--- config.mk ---
export PLATFORM = sky130hd
export DESIGN_NAME = tx_pybuf_reader
export DESIGN_NICKNAME = d
export VERILOG_FILES = /design/src/rtl/tx_pybuf_reader.sv
export SDC_FILE = /design/constraint.sdc
export NUM_CORES = 1
export LEC_CHECK = 0
export BUFFER_PORTS_ARGS = -buffer_cell sky130_fd_sc_hd__buf_2
export CAP_MARGIN = 5
export CELL_PAD_IN_SITES_DETAIL_PLACEMENT = 1
export CELL_PAD_IN_SITES_GLOBAL_PLACEMENT = 2
export CORE_UTILIZATION = 42
export CTS_CLUSTER_DIAMETER = 60
export DETAILED_ROUTE_END_ITERATION = 8
export PLACE_DENSITY_LB_ADDON = 0.1
export SLEW_MARGIN = 5
export SYNTH_ARGS = -nofsm -noshare
export SYNTH_HDL_FRONTEND = slang
export SYNTH_SLANG_ARGS = --single-unit
--- constraint.sdc ---
create_clock -name clk_6M -period 3.5 [get_ports clk_6M]
set_input_delay 0.7 -clock clk_6M [delete_from_list [all_inputs] [get_ports clk_6M]]
set_output_delay 0.7 -clock clk_6M [all_outputs]
set_load 0.01 [all_outputs]
--- src/rtl/tx_pybuf_reader.sv ---
// rtl/tx_pybuf_reader.sv - TX payload reader: prepends the payload header, prefetches
// 32-bit words from the TX payload RAM and serializes them LSB-first onto bufpacketin.
module tx_pybuf_reader #(
  parameter int MAXBYTE = 1021,
  parameter int ADRW    = 8
) (
  input  logic            clk_6M,
  input  logic            rstz,
  input  logic            py_st_p,
  input  logic            bit_adv_p,
  input  logic            py_abort_p,
  input  logic            existpyheader,
  input  logic            BRss,
  input  logic [1:0]      regi_LLID,
  input  logic            regi_FLOW,
  input  logic [9:0]      regi_pylenByte,
  input  logic [31:0]     txpydout,
  output logic [ADRW-1:0] txpyadr,
  output logic            txpyrd_p,
  output logic            bufpacketin,
  output logic            tx_busy,
  output logic            tx_underrun,
  output logic            tx_done
);

  typedef enum logic [1:0] {IDLE, HDR, DATA, DONE} state_t;

  state_t      state;
  logic [15:0] hdr_sr;
  logic [3:0]  hdr_idx;
  logic        hdr_short;
  logic [9:0]  len_r;
  logic [8:0]  need;
  logic [8:0]  rd_cnt;
  logic [12:0] data_cnt;
  logic [31:0] data_sr;
  logic        data_vld;
  logic [4:0]  bit_idx;
  logic [31:0] pf_word;
  logic        pf_vld;
  logic        rd_d1;

  logic [9:0]  len_clamp;
  logic [10:0] need_sum;
  logic [8:0]  need_start;
  logic [15:0] hdr_init;
  logic [12:0] data_last;
  logic        hdr_last;
  logic        data_adv;
  logic        move;

  always_comb begin
    len_clamp = regi_pylenByte;
    if (BRss)
      len_clamp = {5'd0, regi_pylenByte[4:0]};
    else if (regi_pylenByte > 10'(MAXBYTE))
      len_clamp = 10'(MAXBYTE);
  end

  assign need_sum   = {1'b0, len_clamp} + 11'd3;
  assign need_start = need_sum[10:2];
  assign hdr_init   = BRss ? {8'd0, len_clamp[4:0], regi_FLOW, regi_LLID}
                           : {3'b000, len_clamp, regi_FLOW, regi_LLID};
  assign data_last  = {len_r, 3'b000} - 13'd1;
  assign hdr_last   = (hdr_idx == (hdr_short ? 4'd7 : 4'd15));
  assign data_adv   = bit_adv_p && (state == DATA);

  // Refill the shifter when empty, or exactly when its last bit is consumed so the stream never gaps.
  assign move = pf_vld && ((state == HDR) || (state == DATA)) &&
                (!data_vld || (data_adv && (bit_idx == 5'd31)));

  always_ff @(posedge clk_6M or negedge rstz) begin
    if (!rstz) begin
      state       <= IDLE;
      hdr_sr      <= '0;
      hdr_idx     <= '0;
      hdr_short   <= 1'b0;
      len_r       <= '0;
      need        <= '0;
      rd_cnt      <= '0;
      data_cnt    <= '0;
      data_sr     <= '0;
      data_vld    <= 1'b0;
      bit_idx     <= '0;
      pf_word     <= '0;
      pf_vld      <= 1'b0;
      rd_d1       <= 1'b0;
      txpyadr     <= '0;
      txpyrd_p    <= 1'b0;
      tx_underrun <= 1'b0;
    end else if (py_st_p) begin
      state       <= existpyheader ? HDR : DATA;
      hdr_sr      <= hdr_init;
      hdr_idx     <= '0;
      hdr_short   <= BRss;
      len_r       <= len_clamp;
      need        <= need_start;
      rd_cnt      <= (need_start != 9'd0) ? 9'd1 : 9'd0;
      txpyrd_p    <= (need_start != 9'd0);
      txpyadr     <= '0;
      data_cnt    <= '0;
      data_vld    <= 1'b0;
      bit_idx     <= '0;
      pf_vld      <= 1'b0;
      rd_d1       <= 1'b0;
      tx_underrun <= 1'b0;
    end else if (py_abort_p) begin
      state    <= IDLE;
      txpyrd_p <= 1'b0;
      rd_d1    <= 1'b0;
      pf_vld   <= 1'b0;
      data_vld <= 1'b0;
    end else begin
      rd_d1    <= txpyrd_p;
      txpyrd_p <= 1'b0;

      if (move) begin
        data_sr  <= pf_word;
        data_vld <= 1'b1;
        bit_idx  <= '0;
        pf_vld   <= 1'b0;
        txpyadr  <= txpyadr + ADRW'(1);
        if (rd_cnt < need) begin
          txpyrd_p <= 1'b1;
          rd_cnt   <= rd_cnt + 9'd1;
        end
      end else if (data_adv && data_vld) begin
        data_sr <= data_sr >> 1;
        bit_idx <= bit_idx + 5'd1;
        if (bit_idx == 5'd31)
          data_vld <= 1'b0;
      end

      // RAM data lands one cycle after the strobe; at most one read is ever in flight.
      if (rd_d1) begin
        pf_word <= txpydout;
        pf_vld  <= 1'b1;
      end

      case (state)
        HDR: begin
          if (bit_adv_p) begin
            hdr_sr  <= hdr_sr >> 1;
            hdr_idx <= hdr_idx + 4'd1;
            if (hdr_last)
              state <= (len_r == 10'd0) ? DONE : DATA;
          end
        end
        DATA: begin
          if (len_r == 10'd0) begin
            state <= DONE;
          end else if (bit_adv_p) begin
            data_cnt <= data_cnt + 13'd1;
            if (!data_vld)
              tx_underrun <= 1'b1;
            if (data_cnt == data_last)
              state <= DONE;
          end
        end
        default: ;
      endcase
    end
  end

  always_comb begin
    bufpacketin = 1'b0;
    if (state == HDR)
      bufpacketin = hdr_sr[0];
    else if ((state == DATA) && data_vld)
      bufpacketin = data_sr[0];
  end

  assign tx_busy = (state == HDR) || (state == DATA);
  assign tx_done = (state == DONE);

endmodule

-- Word level (Yosys, flattened, before mapping)
Cells that the tools add are included.
- add/sub/neg operators: 7
- $lt $le $gt $ge: 2
- equality and inequality tests: 13
- muxes and demuxes: 64
- bitwise gates (word level): 2
- reductions and logical operators: 32
- operator list (kind ; number):
    2-to-1 mux 13 bit ; 6
    2-to-1 mux 16 bit ; 4
    2-to-1 mux 32 bit ; 2
    2-to-1 mux 9 bit ; 4
    2-to-1 mux 1 bit ; 25
    2-to-1 mux 8 bit ; 3
    2-to-1 mux 10 bit ; 2
    2-to-1 mux 4 bit ; 5
    2-to-1 mux 5 bit ; 4
    2-to-1 mux 2 bit ; 8
    nonzero test 4 bit ; 4
    adder 13 x 1 -> 13 bit (second input constant) ; 1
    == test 13 bit ; 1
    subtractor 13 x 1 -> 13 bit (second input constant) ; 1
    AND reduction 3 bit ; 4
    nonzero test 2 bit ; 6
    adder 10 x 2 -> 11 bit (second input constant) ; 1
    > comparator 10 bit (second input constant) ; 1
    logical NOT 10 bit ; 1
    inequality test 5 bit (second input constant) ; 2
    AND reduction 5 bit ; 2
    adder 9 x 1 -> 9 bit (second input constant) ; 1
    less-than comparator 9 bit ; 1
    nonzero test 9 bit ; 1
    17 further kinds ; 30
- register bits after elaboration: 146
- input port bits: 52
- output and inout port bits: 13
- word-level logic and storage cells: 137

-- Depth between registers and ports, before layout
- word-level depth: 9
- depth in mapped cells: 12
- gate-level depth less buffers: 10

-- Worst setup path after synthesis
No wires, ideal clock.
- path kind: register to register
- from: reg rd_cnt[5]
- to: reg rd_cnt[2]
- setup time: 0.125 ns
- arrival time: 2.091 ns
- data required time: 3.375 ns
- setup slack: 1.284 ns
- stages on the path, launching flop included: 9
- path buffers: 1
- clock period less this slack: 2.216 ns
- cell sequence: dfrtp_1 > ha_1 > a21o_1 > a221o_1 > a31oi_1 > o211ai_2 > buf_2 > nor2_1 > mux2_2
- longest elaborated chain between the ends: 3
- RTL lines (element ; line ; source):
    start, declared ; 34 ; logic [8:0] rd_cnt;
    start signal, assigned ; 98 ; rd_cnt <= (need_start != 9'd0) ? 9'd1 : 9'd0;
    start signal, assigned ; 125 ; rd_cnt <= rd_cnt + 9'd1;
    less-than comparator 9 bit ; 123 ; if (rd_cnt < need) begin
    nonzero test 2 bit (no source line) ; n/a ;
    AND reduction 3 bit (no source line) ; n/a ;
No other way between the ends.
A chain may end at the register's enable or synchronous reset.

-- Worst setup path in the final report
- from: reg rd_cnt[5]
- to: reg rd_cnt[8]
- longest elaborated chain between the ends: 5
- elaborated cells between the ends (all ways): 8
- those cells by class: 1 x add/sub; 1 x order compare; 4 x mux; 2 x reduce/logical
- RTL lines (element ; line ; source):
    adder 9 x 1 -> 9 bit ; 125 ;
    2-to-1 mux 9 bit ; 123 ;
    2-to-1 mux 9 bit ; 117 ; if (move) begin
    2-to-1 mux 9 bit ; 107 ; end else if (py_abort_p) begin
    2-to-1 mux 9 bit ; 91 ; end else if (py_st_p) begin
Parallel ways exist; a longest one is shown, timed or not. The select of a mux whose other input is x is not followed.

==> PnR_summary.wiki <==
{| class="wikitable"
! Metric !! Value
|-
| Run status || finished, final reports clean
|-
| Mean post-synth cell area || 10.5 um2
|-
| Clock tree from TritonCTS || built
|-
| Worst endpoint required time || 3.84 ns
|-
| Synthesized net count || 730
|-
| Number of enable flip-flop cells after synthesis || 0
|-
| Period Utilization, post-route || 0.773
|-
| Clock-pin slew of the registers on the worst-case setup and hold paths || 0.06 ns
|-
| Cell area after synthesis || 6890 um2
|-
| Share of layout cells above drive strength 1 || 0.203
|-
| H-tree levels || 4
|-
| Reported max-cap violation count || 0
|-
| R2R Path End || rd_cnt[8]
|-
| Largest net degree at the start of global routing || 80
|-
| Largest area contributor in the netlist || sky130_fd_sc_hd__dfrtp_1
|-
| Depth of the most critical reg-to-reg path || 7
|-
| Clock buffer count from CTS || 17
|-
| Routability cong. || 0.784
|-
| First-pass GRT wire length || 27.0 mm
|-
| Later-pin clock latency in the skew report || 0.43 ns
|-
| Synth Register Bits || 143
|-
| Flip-flop cell with the highest count after synthesis || sky130_fd_sc_hd__dfrtp_1
|-
| Number of nets with antenna violations after routing || 0
|-
| Antenna violations before repair || 1
|-
| Critical setup path kind || reg -> reg
|-
| Clock Tree Buf Depth || 2
|-
| Share of async-settable or async-resettable flops after synthesis || 1.00
|-
| Commonest cells post-synth || sky130_fd_sc_hd__dfrtp_1, sky130_fd_sc_hd__nand2_1, sky130_fd_sc_hd__o21ai_0
|-
| Master cell of the clock root buffer || sky130_fd_sc_hd__clkbuf_16
|-
| Worst Tran Pin Value || 0.727 ns
|-
| Average vias per placed instance || 5.41
|-
| Sum of negative setup slack || 0 ns
|-
| Ys Warns || 0
|-
| Launch instance of the worst register-to-register path || rd_cnt[5]
|-
| Aggregate global-route resource usage || 0.210
|-
| Number of top-level pins || 65
|-
| Vias in the first global route || 5431
|-
| 1st-pass router iterations || 6
|-
| Detailed Route Iter0 Violations || 260
|-
| Final routed wire length divided by cell count || 16.9 um
|-
| Drt total wl || 16.0 mm
|-
| Worst reg2reg setup slack || 0.79 ns
|-
| Utilization after layout || 0.504
|-
| Worst supply voltage drop on vdd || 348 uV
|-
| Crit Path Max Fanout || 16
|-
| Detailed-route via count || 5148
|-
| Most instantiated library cell after synthesis || sky130_fd_sc_hd__dfrtp_1
|-
| Leakage Power || 3.84 nW
|-
| Post-synthesis sequential area ratio || 0.519
|-
| Initial Util || 0.432
|-
| Kind of end point of the critical path || flip-flop
|-
| Max-slew violation count || 0
|-
| Netlist cell types || 48
|-
| Final net count || 793
|-
| Launching element type of the critical path || flip-flop
|-
| Site Rows || 46
|-
| Total of endpoints with negative setup slack in the final report || 0
|-
| Unrepaired setup endpoints after global routing || false
|-
| Total of cells resized after clock tree synthesis || 0
|-
| Total die area || 16900 um2
|-
| Chip Height || 130 um
|-
| DIE WIDTH || 130 um
|-
| Detail Placement HPWL || 11.0 mm
|-
| Power per cell area || 502 nW/um2
|-
| Final Hold Vio Count || 0
|-
| Final Critical Period || 2.71 ns
|-
| Total global routing overflow || 0
|-
| Class of the tightest hold or removal check || in -> async
|-
| Cell count after synthesis || 659
|-
| Data arrival at the endpoint of the critical path || 3.05 ns
|-
| Synth area leaders || sky130_fd_sc_hd__dfrtp_1, sky130_fd_sc_hd__mux2_2, sky130_fd_sc_hd__mux2i_1
|-
| Area of the core || 15900 um2
|-
| Max-Slew Margin vs Limit || 0.514
|-
| Setup fix buffers added after clock tree synthesis || 0
|-
| Clock skew after layout || 0.0106 ns
|-
| Achievable frequency || 0.370 GHz
|-
| Final routed DRC violation total || 0
|-
| Count of port buffers added during placement || 64
|-
| Fraction of post-synthesis cell area in the top cell type by area || 0.519
|-
| Synth-to-layout area growth || 16.5%
|-
| CTS Hold Bufs || 0
|-
| CTS sink count || 143
|}
critical path: stages (launching register included):
cell,delay [ns]
sky130_fd_sc_hd__dfrtp_1,0.44
sky130_fd_sc_hd__ha_1,0.32
sky130_fd_sc_hd__a21o_1,0.18
sky130_fd_sc_hd__a221o_1,0.33
sky130_fd_sc_hd__a31oi_1,0.20
sky130_fd_sc_hd__o211ai_2,0.35
sky130_fd_sc_hd__or4_1,0.61
sky130_fd_sc_hd__a21oi_1,0.18
metal layers:
metal / wire [um] / part of all wire / up-vias / GRT usage
met3: 450 / 0.028 / 21 / 0.0472
met2: 7950 / 0.50 / 73 / 0.351
met5: 0 / 0 / - / 0
met1: 7340 / 0.46 / 2586 / 0.263
li1: - / - / 2468 / -
met4: 308 / 0.019 / 0 / 0.0862
where the power goes:
group          internal (mW)  switching (mW)  leakage [nW]
sequential              1.80          0.0950          1.87
combinational          0.192           0.205          1.69
clock                   1.02           0.724         0.282
total                   3.01            1.02          3.84
worst max-delay path by stage:
stage | to | startpoint | slack [ns]
floorplan | rd_cnt[2] | rd_cnt[5] | 1.28
global placement | rd_cnt[8] | rd_cnt[5] | 0.97
detailed placement | rd_cnt[8] | rd_cnt[5] | 0.87
CTS | rd_cnt[8] | rd_cnt[5] | 0.80
global route | rd_cnt[8] | bit_idx[0] | 0.64
finish | rd_cnt[8] | rd_cnt[5] | 0.79
state kept, by name, indices dropped and copies added (netlist names):
signal / cells
data_sr: 32
pf_word: 32
data_cnt: 13
hdr_sr: 13
len_r: 10
need: 9
rd_cnt: 9
txpyadr: 8
bit_idx: 5
hdr_idx: 4
state: 2
data_vld: 1
hdr_short: 1
pf_vld: 1
rd_d1: 1
tx_underrun: 1
txpyrd_p: 1
area by class of cell:
class,count,area (um2)
clock inverters,11,106
flip-flops and latches,143,3580
fillers,1811,7910
diodes,1,2.50
multi-input cells,462,3120
well taps,216,270
clock buffers,21,460
repair buffers,72,399
inverters,26,97.6
layout by cell type, fill, tap and decap left out, drive strengths merged, types with 2 or more instances in the layout:
master	synthesis	final
dfrtp	143	143
buf	13	72
nand2	70	70
o21ai	63	63
nor2	42	42
mux2	40	40
mux2i	36	36
a21oi	30	30
inv	26	29
nand3	26	26
clkbuf	15	21
ha	19	19
xor2	18	18
xnor2	12	12
nand4	10	10
nor3	9	9
or3	8	8
and3	8	8
a22o	7	7
clkinv	0	7
a31oi	6	6
o22ai	5	5
a21o	5	5
o31ai	4	4
or4	4	4
nor2b	4	4
nand2b	4	4
nand3b	3	3
and2	3	3
a222oi	3	3
a22oi	3	3
nor4	3	3
o21a	2	2
a41o	2	2
a221o	2	2
o211ai	2	2
per-stage QoR:
step | hold slack (ns) | setup WS (ns) | power (mW) | instances | area, um2
finish | 0.263 | 0.794 | 4.04 | 952 | 8030
global route | 0.308 | 0.644 | 4.23 | 951 | 8030
CTS | 0.282 | 0.798 | 4.10 | 951 | 8030
detailed placement | 0.458 | 0.872 | 2.33 | 919 | 7460
global placement | 0.451 | 0.975 | 2.30 | 919 | 7460
floorplan | 0.404 | 1.28 | 2.15 | 659 | 6890
logic make-up (layout without fill, tap and decap cells):
logic type / after synthesis / count (layout) / synth area share
xor gates and xnor gates: 31 / 31 / 0.0414
other: 0 / 1 / 0
DFF: 143 / 143 / 0.519
and+or+nand+nor: 196 / 196 / 0.135
AOI/OAI and AO/OA: 140 / 140 / 0.122
adders and majority gates: 19 / 19 / 0.0345
buffers and inverters: 54 / 130 / 0.0305
muxes: 76 / 76 / 0.118
Note: power is estimated with default switching activity, not from simulation.
